### config.mk
export PLATFORM = sky130hd
export DESIGN_NAME = fifo_read_ctrl
export DESIGN_NICKNAME = d
export VERILOG_FILES = /design/src/rtl/fifo_read_ctrl.sv
export SDC_FILE = /design/constraint.sdc
export NUM_CORES = 1
export LEC_CHECK = 0
export CORE_ASPECT_RATIO = 1.75
export CORE_MARGIN = 1.5
export CORE_UTILIZATION = 49
export CTS_CLUSTER_SIZE = 8
export DETAILED_ROUTE_END_ITERATION = 8
export PLACE_DENSITY = 0.84
export SYNTH_ARGS = -nofsm -noshare
export SYNTH_HDL_FRONTEND = slang
export SYNTH_SLANG_ARGS = --single-unit
### constraint.sdc
create_clock -name clk -period 5.9 [get_ports clk]
set_clock_uncertainty 0.15 [all_clocks]
set_input_delay 1.77 -clock clk [delete_from_list [all_inputs] [get_ports clk]]
set_output_delay 1.77 -clock clk [all_outputs]
set_load 0.05 [all_outputs]
### src/rtl/fifo_read_ctrl.sv
// Purpose : read-side controller for a synchronous FIFO with registered data_out; turns
//           fifo_empty/fifo_re/fifo_data into a valid/ready stream through a 2-entry buffer.
// Latency : fifo_re in cycle N -> word captured end of N+1 -> m_valid in N+2; 1 word/clk sustained.
// Backpres: reads are credit-limited so buffered + in-flight words never exceed 2; m_ready=0
//           stalls reads once both slots are committed and holds m_data until accepted.
// Build   : define FIFO_RD_CNT_EN to include the accepted-word counter rd_count.
module fifo_read_ctrl #(
  parameter int WIDTH = 16,
  parameter int CNT_W = 16
) (
  input  logic             clk,
  input  logic             rst,
  input  logic             en,
  input  logic             fifo_empty,
  input  logic [WIDTH-1:0] fifo_data,
  output logic             fifo_re,
  output logic             m_valid,
  input  logic             m_ready,
  output logic [WIDTH-1:0] m_data,
  output logic             busy,
  output logic [CNT_W-1:0] rd_count
);

  typedef enum logic [1:0] {
    IDLE  = 2'd0,
    RUN   = 2'd1,
    DRAIN = 2'd2
  } state_t;

  state_t           state;
  state_t           state_nxt;

  // Buffer: m_data is the head slot, tail_dat the second slot; occ counts valid slots.
  logic [1:0]       occ;
  logic             infl;
  logic [WIDTH-1:0] tail_dat;
  logic             pop;
  logic [2:0]       committed;
  logic             credit_ok;

  assign m_valid   = (occ != 2'd0);
  assign pop       = m_valid && m_ready;
  assign busy      = (state != IDLE) || infl || (occ != 2'd0);

  // Words already owned by the buffer (held or arriving next edge) minus the one leaving now
  // must stay below 2 before another read is allowed.
  assign committed = {1'b0, occ} + {2'b00, infl};
  assign credit_ok = committed < (3'd2 + {2'b00, pop});

  // State register.
  always_ff @(posedge clk) begin
    if (rst) begin
      state <= IDLE;
    end else begin
      state <= state_nxt;
    end
  end

  // Next state and FIFO read enable; en gates reads so the cycle en drops issues none.
  always_comb begin
    state_nxt = state;
    fifo_re   = 1'b0;
    case (state)
      IDLE: begin
        if (en) begin
          state_nxt = RUN;
        end
      end
      RUN: begin
        if (!en) begin
          state_nxt = DRAIN;
        end else begin
          fifo_re = !fifo_empty && credit_ok;
        end
      end
      DRAIN: begin
        if (en) begin
          state_nxt = RUN;
        end else if (!infl && (occ == 2'd0)) begin
          state_nxt = IDLE;
        end
      end
      default: begin
        state_nxt = IDLE;
      end
    endcase
  end

  // In-flight flag and 2-entry buffer: capture the word read last cycle, advance on pop,
  // keep FIFO order. m_data is left untouched when the last word leaves.
  always_ff @(posedge clk) begin
    if (rst) begin
      infl     <= 1'b0;
      occ      <= 2'd0;
      m_data   <= '0;
      tail_dat <= '0;
    end else begin
      infl <= fifo_re;
      case ({infl, pop})
        2'b01: begin
          if (occ == 2'd2) begin
            m_data <= tail_dat;
          end
          occ <= occ - 2'd1;
        end
        2'b10: begin
          if (occ == 2'd0) begin
            m_data <= fifo_data;
          end else begin
            tail_dat <= fifo_data;
          end
          occ <= occ + 2'd1;
        end
        2'b11: begin
          if (occ == 2'd2) begin
            m_data   <= tail_dat;
            tail_dat <= fifo_data;
          end else begin
            m_data <= fifo_data;
          end
        end
        default: begin
        end
      endcase
    end
  end

`ifdef FIFO_RD_CNT_EN
  logic [CNT_W-1:0] cnt;

  // Accepted-word counter, wraps naturally at 2^CNT_W.
  always_ff @(posedge clk) begin
    if (rst) begin
      cnt <= '0;
    end else if (pop) begin
      cnt <= cnt + 1'b1;
    end
  end

  assign rd_count = cnt;
`else
  assign rd_count = {CNT_W{1'b0}};
`endif

endmodule

# After elaboration in Yosys (flattened, before gate mapping)
# Cells that the tools add are included.
[totals] regBits=37 latchBits=0 ram_bits=0 romBits=0 input_bits=21 word_cells=55 mem_count=0
[classes] n_addsub=4 n_mul=0 div=0 n_lt_le_gt_ge=1 n_eq_ne=13 shifts=0 mux=15 bitwise_logic=0 n_reduce_logical=17
[op_table] op="$mux 16" n=5
[op_table] op="$pmux 16 s3" n=1
[op_table] op="$pmux 16 s2" n=1
[op_table] op="$ne 2x2->1 const B" n=6
[op_table] op="$reduce_and 3->1" n=3
[op_table] op="$eq 2x2->1 const B" n=4
[op_table] op="$mux 2" n=4
[op_table] op="$reduce_bool 2->1" n=4
[op_table] op="$pmux 2 s3" n=1
[op_table] op="$eq 2x1->1 const B" n=2
[op_table] op="$logic_not 2->1" n=2
[op_table] op="$pmux 2 s2" n=1
[op_table] op="$add 2x1->3" n=1
[op_table] op="$add 2x1->3 const A" n=1
[op_table] op="$logic_and 1x1->1" n=3
[op_table] op="$lt 3x3->1" n=1
[op_table] op="$ne 3x3->1 const B" n=1
[op_table] op="$reduce_bool 3->1" n=1
[op_table] op="$add 2x1->2 const B" n=1
[op_table] op="$logic_not 1->1" n=2
[op_table] op="$logic_or 1x1->1" n=2
[op_table] op="$mux 1" n=2
[op_table] op="$sub 2x1->2 const B" n=1

# Longest topological paths before layout
# Gate-level depths: netlist of run 1.
[logic_depth] word_depth=7 mapped_depth=10 mapped_depth_nobuf=7

# Worst setup path after synthesis of run 1
# OpenSTA, ideal clock, no wires.
[synth_timing] kind="input -> output" from="input m_ready" to="output fifo_re" t_arrival_ps=3292 t_required_ps=3980 setup_slack_ps=688 cell_stages=4 n_path_buf=0 path_cell_list="o21ai_0 > o21ai_0 > nand3b_1 > nor3b_1"
[synth_via] elab_chain_len=6
[synth_lines] element="from (decl)" line="18" rtl="input logic m_ready,"
[synth_lines] element="$logic_and 1x1->1" line="42" rtl="assign pop = m_valid && m_ready;"
[synth_lines] element="$add 2x1->3" line="48" rtl="assign credit_ok = committed < (3'd2 + {2'b00, pop});"
[synth_lines] element="$lt 3x3->1" line="48"
[synth_lines] element="$logic_and 1x1->1" line="73" rtl="fifo_re = !fifo_empty && credit_ok;"
[synth_lines] element="$mux 1" line="70" rtl="if (!en) begin"
[synth_lines] element="$mux 1" line="63" rtl="case (state)"
[synth_lines] element="to (decl)" line="16" rtl="output logic fifo_re,"
# No other way between the ends.

# Final worst setup path of run 1
# Ends and elaborated chain as after synthesis.

==> impl_metrics.toml, run 1 <==
[status]
outcome = "completed"

[place]
dpl.hpwl_um = 2360
gp_congestion = 0.722
pre_cts_slack_ns = 0.888
port_buffers = 39
dp_cells = 257

[logic_synthesis]
seq_area_frac_synth = 0.419
synth.cell_area_mm2 = 0.00177
synth_area_leader_cell = "dfxtp_1"
ys_warn_count = 0
netlist_instances = 183
avgSynthCellArea_um2 = 9.67
synthTopCellsByArea = "dfxtp_1 (42%), mux2i_1 (9.6%), a221oi_2 (8.5%)"
ys_types = 33
ys_ff_latch = 37
synth_top_area_share = 0.419

[final_layout]
layoutNonFillerInstCount = 264
n_antenna_cell = 0
area_growth_pct = 23.8
fin_nets = 245
drive_gt1_frac = 0.110

[drt]
ant_nets = 0
routed_wl_um = 3470
drc = 0
vias = 1390
dr.pass1.iters = 4
drtIter0Drc = 30
wl_per_cell_um = 13.1
via_per_inst = 5.27

[floorplan]
core-area_mm2 = 0.00343
row_count = 28
die_area_mm2 = 0.00399
initial_core_util = 0.515
pin_count = 56
die_x_um = 48.4
dieHeight_um = 82.5

[min_path]
hp-class = "flip-flop to flip-flop"

[setup_path]
critical_path_class = "input pin to primary output"
crit_path_max_fanout = 3
critPathMostFrequentCell = "o21ai_0"
critPathRequiredTime_ns = 3.98
startpoint_type = "input pin"
cp_num_buf_inv = 2
arrival_ns = 3.09
cp_slowest_cell = "clkdlybuf4s50_1"
cpPeakStageDelay_ns = 0.45
path_cells = "clkdlybuf4s50_1 > o21ai_0 > o21ai_0 > nand3b_1 > nor3b_1 > buf_4"
cpLargestDelayFamily = "buffers and inverters"
critPathCaptureType = "primary output"

[clocking]
cts_buffer_depth = 2
cts_buffers = 5
hold_buffers = 0
root_buffer = "clkbuf_8"
cts_tree = "yes"
clock_latency_ns = 0.29
clock_sinks = 37
cts_resized = 0
clkTransAtPathRegs_ns = 0.07
htree_levels = 2
cts_setup_buffers = 0

[timing]
fin_ws_ns = 0.890
fin_tns_setup_ns = 0
timing.hold.ws_ns = 0.344
fmax_mhz = 200
rsz0062_at_grt = "false"
hold_viol = 0
setup_viol = 0
fin_crit_ns = 5.01
tightest_slew_ns = 1.15
final_max_slew_viol_count = 0
slew_headroom = 0.232
timing.final.crit_share = 0.849

[global_route]
grt_pass1_wl_um = 5710
met2_usage = 0.343
grt_max_degree = 38
grt_antenna_before_repair = 0
track_usage = 0.184
grtUsageMet1 = 0.193
grt_overflow_total = 0
globalRoute.busiestLayer = "met2"
grt_pass1_vias = 1298
use_met3 = 0.0378

[power]
vdd.ir_drop.worst_mv = 0.221
finalPower_mw = 0.643
powerDensity_mw_per_mm2 = 293
cellLeakagePower_nw = 0.860

[run]
drv_cap = 0
==> Yosys cell counts <==
master    number
buf_4         16
nand3_1        1
or4bb_1        1
ha_1           5
nor2_1        35
a221oi_2      10
nand3b_1       1
o21ai_0        3
buf_2          3
or3_1          1
inv_1          3
nor3_1        18
nor4b_1        1
nand2_1        1
nand2b_1       1
a21oi_2        1
a21oi_1        1
mux2i_1       17
clkbuf_1       5
a21o_1         1
and3_1         1
or2_2          1
dfxtp_1       37
xor2_1         2
a211oi_1       1
nor3b_1        2
or3b_2         1
or4b_1         1
buf_6          3
conb_1         1
o22ai_1        1
a221oi_1       6
nor2b_1        1
==> power by group <==
part	internal, mW	leakage, nW	switching (mW)	total [mW]
Sequential	0.263	0.299	0.0160	0.279
Clock	0.0922	0.0433	0.0866	0.179
Combinational	0.0636	0.518	0.121	0.185
Total	0.419	0.860	0.224	0.643
==> per-layer routing <==
| layer | up-vias | wire length (um) |
|---|---|---|
| met2 | 44 | 1810 |
| met1 | 654 | 1420 |
| li1 | 685 | - |
| met4 | 0 | 71 |
| met5 | - | 0 |
| met3 | 7 | 159 |
==> through the flow <==
| stage | cell area (um^2) | util |
|---|---|---|
| final | 2190 | 0.638 |
| after global routing | 2190 | 0.638 |
| after CTS | 2190 | 0.638 |
| after detailed placement | 2100 | 0.612 |
| after global placement | 2100 | 0.612 |
| after floorplan | 1830 | - |
==> worst reg2reg max path, cell delays in order (launching register included) <==
cell and delay, ns:
dfxtp_1 0.55, o21ai_0 0.22, inv_1 0.11, ha_1 0.28, or3b_2 0.48, and3_1 0.41, a221oi_1 0.38, nor3_1 0.09
==> cell families after synthesis <==
| family | after synthesis | share of synthesized area |
|---|---|---|
| multiplexers | 17 | 0.0962 |
| other | 1 | 0.00212 |
| XOR/XNOR | 2 | 0.00990 |
| AO/OA/AOI/OAI | 24 | 0.143 |
| adder cells (fa/ha/maj) | 5 | 0.0354 |
| AND/OR/NAND/NOR | 67 | 0.182 |
| buffers and inverters | 30 | 0.112 |
| flip-flops | 37 | 0.419 |
==> cells in the final DEF (no fill, tap or decap), drive strengths merged, types with 2 or more instances in the layout <==
master         instances
clkdlybuf4s50         38
buf                    3
conb                  16
inv                    3
a221oi                16
clkbuf                 6
o21ai                  3
mux2i                 17
xor2                   2
ha                     5
nor3                  18
dfxtp                 37
nor3b                  2
nor2                  35
a21oi                  2
==> worst paths after layout <==
| check | slack, ns | end | start | cells after the start |
|---|---|---|---|---|
| setup / recovery | 0.89 | fifo_re | m_ready | 6 |
| setup reg to reg | 3.10 | m_data[11] | occ[0] | 7 |
| hold reg to reg | 0.34 | m_data[11] | m_data[11] | 2 |
| hold / removal | 0.34 | m_data[11] | m_data[11] | 2 |
==> layout make-up <==
type                       instances  area [um^2]
inverter                           3         11.3
fill                             304         1240
clock buffer                       6         82.6
clock inverter                     1         7.51
sequential                        37          741
timing repair buffer              41          403
tap                               45         56.3
multi-input combinational        131          890
==> registers in the layout (all words and copies together) (netlist names) <==
register  cells
occ           2
state         2
infl          1
m_data       16
tail_dat     16
Note: power is estimated with default switching activity, not from simulation.
==> inputs of run 2 (changes only) <==
--- a/config.mk
+++ b/config.mk
@@ -7,10 +7,10 @@
 export LEC_CHECK = 0
 export CORE_ASPECT_RATIO = 1.75
 export CORE_MARGIN = 1.5
-export CORE_UTILIZATION = 49
+export CORE_UTILIZATION = 41
 export CTS_CLUSTER_SIZE = 8
 export DETAILED_ROUTE_END_ITERATION = 8
-export PLACE_DENSITY = 0.84
+export PLACE_DENSITY = 0.75
 export SYNTH_ARGS = -nofsm -noshare
 export SYNTH_HDL_FRONTEND = slang
 export SYNTH_SLANG_ARGS = --single-unit
==> constraint.sdc (replaced) <==
create_clock -name clk -period 4.45 [get_ports clk]
set_clock_uncertainty 0.15 [all_clocks]
set_input_delay 1.335 -clock clk [delete_from_list [all_inputs] [get_ports clk]]
set_output_delay 1.335 -clock clk [all_outputs]
set_load 0.05 [all_outputs]
==> impl_metrics.toml, run 2 (synthesis gave the netlist of run 1 again) <==
[drt]
drc = 0
ant_nets = 0
routed_wl_um = 3480
drtIter0Drc = 33
dr.pass1.iters = 4
wl_per_cell_um = 12.8
vias = 1387
via_per_inst = 5.12

[timing]
setup_viol = 0
timing.final.crit_share = 0.965
tightest_slew_ns = 0.803
fmax_mhz = 233
final_max_slew_viol_count = 0
hold_viol = 0
fin_tns_setup_ns = 0
timing.hold.ws_ns = 0.341
fin_crit_ns = 4.29
slew_headroom = 0.465
rsz0062_at_grt = "false"

[power]
vdd.ir_drop.worst_mv = 0.285
cellLeakagePower_nw = 0.888
powerDensity_mw_per_mm2 = 408

[setup_path]
critPathCaptureType = "primary output"
critPathMostFrequentCell = "o21ai_0"
arrival_ns = 2.81
path_cells = "clkdlybuf4s50_1 > o21ai_0 > o21ai_0 > nand3b_1 > nor3b_1 > buf_12"
reg2reg_from = "occ[0]"
cpPeakStageDelay_ns = 0.45
startpoint_type = "input pin"
critical_path_class = "input pin to primary output"
startpoint = "m_ready"
crit_path_max_fanout = 3
critPathRequiredTime_ns = 2.96
cp_slowest_cell = "clkdlybuf4s50_1"

[clocking]
clock_latency_ns = 0.29
cts_setup_buffers = 0
cts_buffers = 5
root_buffer = "clkbuf_8"
cts_buffer_depth = 2
clkTransAtPathRegs_ns = 0.07
hold_buffers = 0
htree_levels = 2
cts_resized = 0
clock_sinks = 37
cts_tree = "yes"

[global_route]
track_usage = 0.164
use_met3 = 0.0415
globalRoute.busiestLayer = "met2"
grt_antenna_before_repair = 0
grt_max_degree = 38
grt_overflow_total = 0
grt_pass1_vias = 1343
met2_usage = 0.298
grtUsageMet1 = 0.162
grt_pass1_wl_um = 5880

[final_layout]
final_cell_mix = "clkdlybuf4s50_1 (38), dfxtp_1 (37), nor2_1 (35)"
area_growth_pct = 27.4
layout_commonest_cell = "clkdlybuf4s50_1"
top_regs = "m_data x16, tail_dat x16"
drive_gt1_frac = 0.122
fin_nets = 247
n_antenna_cell = 0

[floorplan]
pin_count = 56
row_count = 31
core-area_mm2 = 0.00415
die_area_mm2 = 0.00473
dieHeight_um = 89.9
initial_core_util = 0.426
die_x_um = 52.7

[place]
dpl.hpwl_um = 2340
port_buffers = 39
gp_congestion = 0.686

[min_path]
hp-class = "flip-flop to flip-flop"
min-delay-start = "state[1]"

[run]
drv_cap = 0

[status]
outcome = "completed"
## run 2: area by class of cell
class / count / area (um^2)
clock buffers: 6 / 82.6
clock inverters: 2 / 37.5
fillers: 384 / 1900
inverters: 3 / 11.3
multi-input cells: 131 / 890
flip-flops and latches: 37 / 741
well taps: 49 / 61.3
repair buffers: 43 / 430
## run 2: through the flow
| stage | power, mW | cells | setup WS (ns) | instance area, um^2 | util |
|---|---|---|---|---|---|
| floorplan | 0.566 | 198 | 0.108 | 1830 | - |
| global placement | 0.622 | 263 | 0.158 | 2130 | 0.514 |
| detailed placement | 0.625 | 263 | 0.145 | 2130 | 0.514 |
| CTS | 0.932 | 271 | 0.132 | 2250 | 0.543 |
| global route | 0.958 | 271 | 0.0134 | 2250 | 0.543 |
| finish | 0.920 | 271 | 0.157 | 2250 | 0.543 |
## run 2: layer usage
| layer | wire length, um | vias to the layer above |
|---|---|---|
| met1 | 1400 | 649 |
| met5 | 0 | - |
| li1 | - | 692 |
| met4 | 94 | 0 |
| met2 | 1820 | 38 |
| met3 | 158 | 8 |
## run 2: critical path, delay by kind of cell
kind                   cells  cell delay (ns)
AOI/OAI and AO/OA          2             0.35
and+or+nand+nor            2             0.48
buffers and inverters      2             0.64
## run 2: final timing paths
| kind | to | slack [ns] | cells past startpoint |
|---|---|---|---|
| max reg2reg | m_data[14] | 1.62 | 6 |
| min reg2reg | state[0] | 0.34 | 1 |
| min | state[0] | 0.34 | 1 |
| max | fifo_re | 0.16 | 6 |
## run 2: report_power, final
part	internal (mW)	switching [mW]
clock network	0.182	0.122
logic	0.0858	0.160
registers	0.349	0.0204
total	0.617	0.303
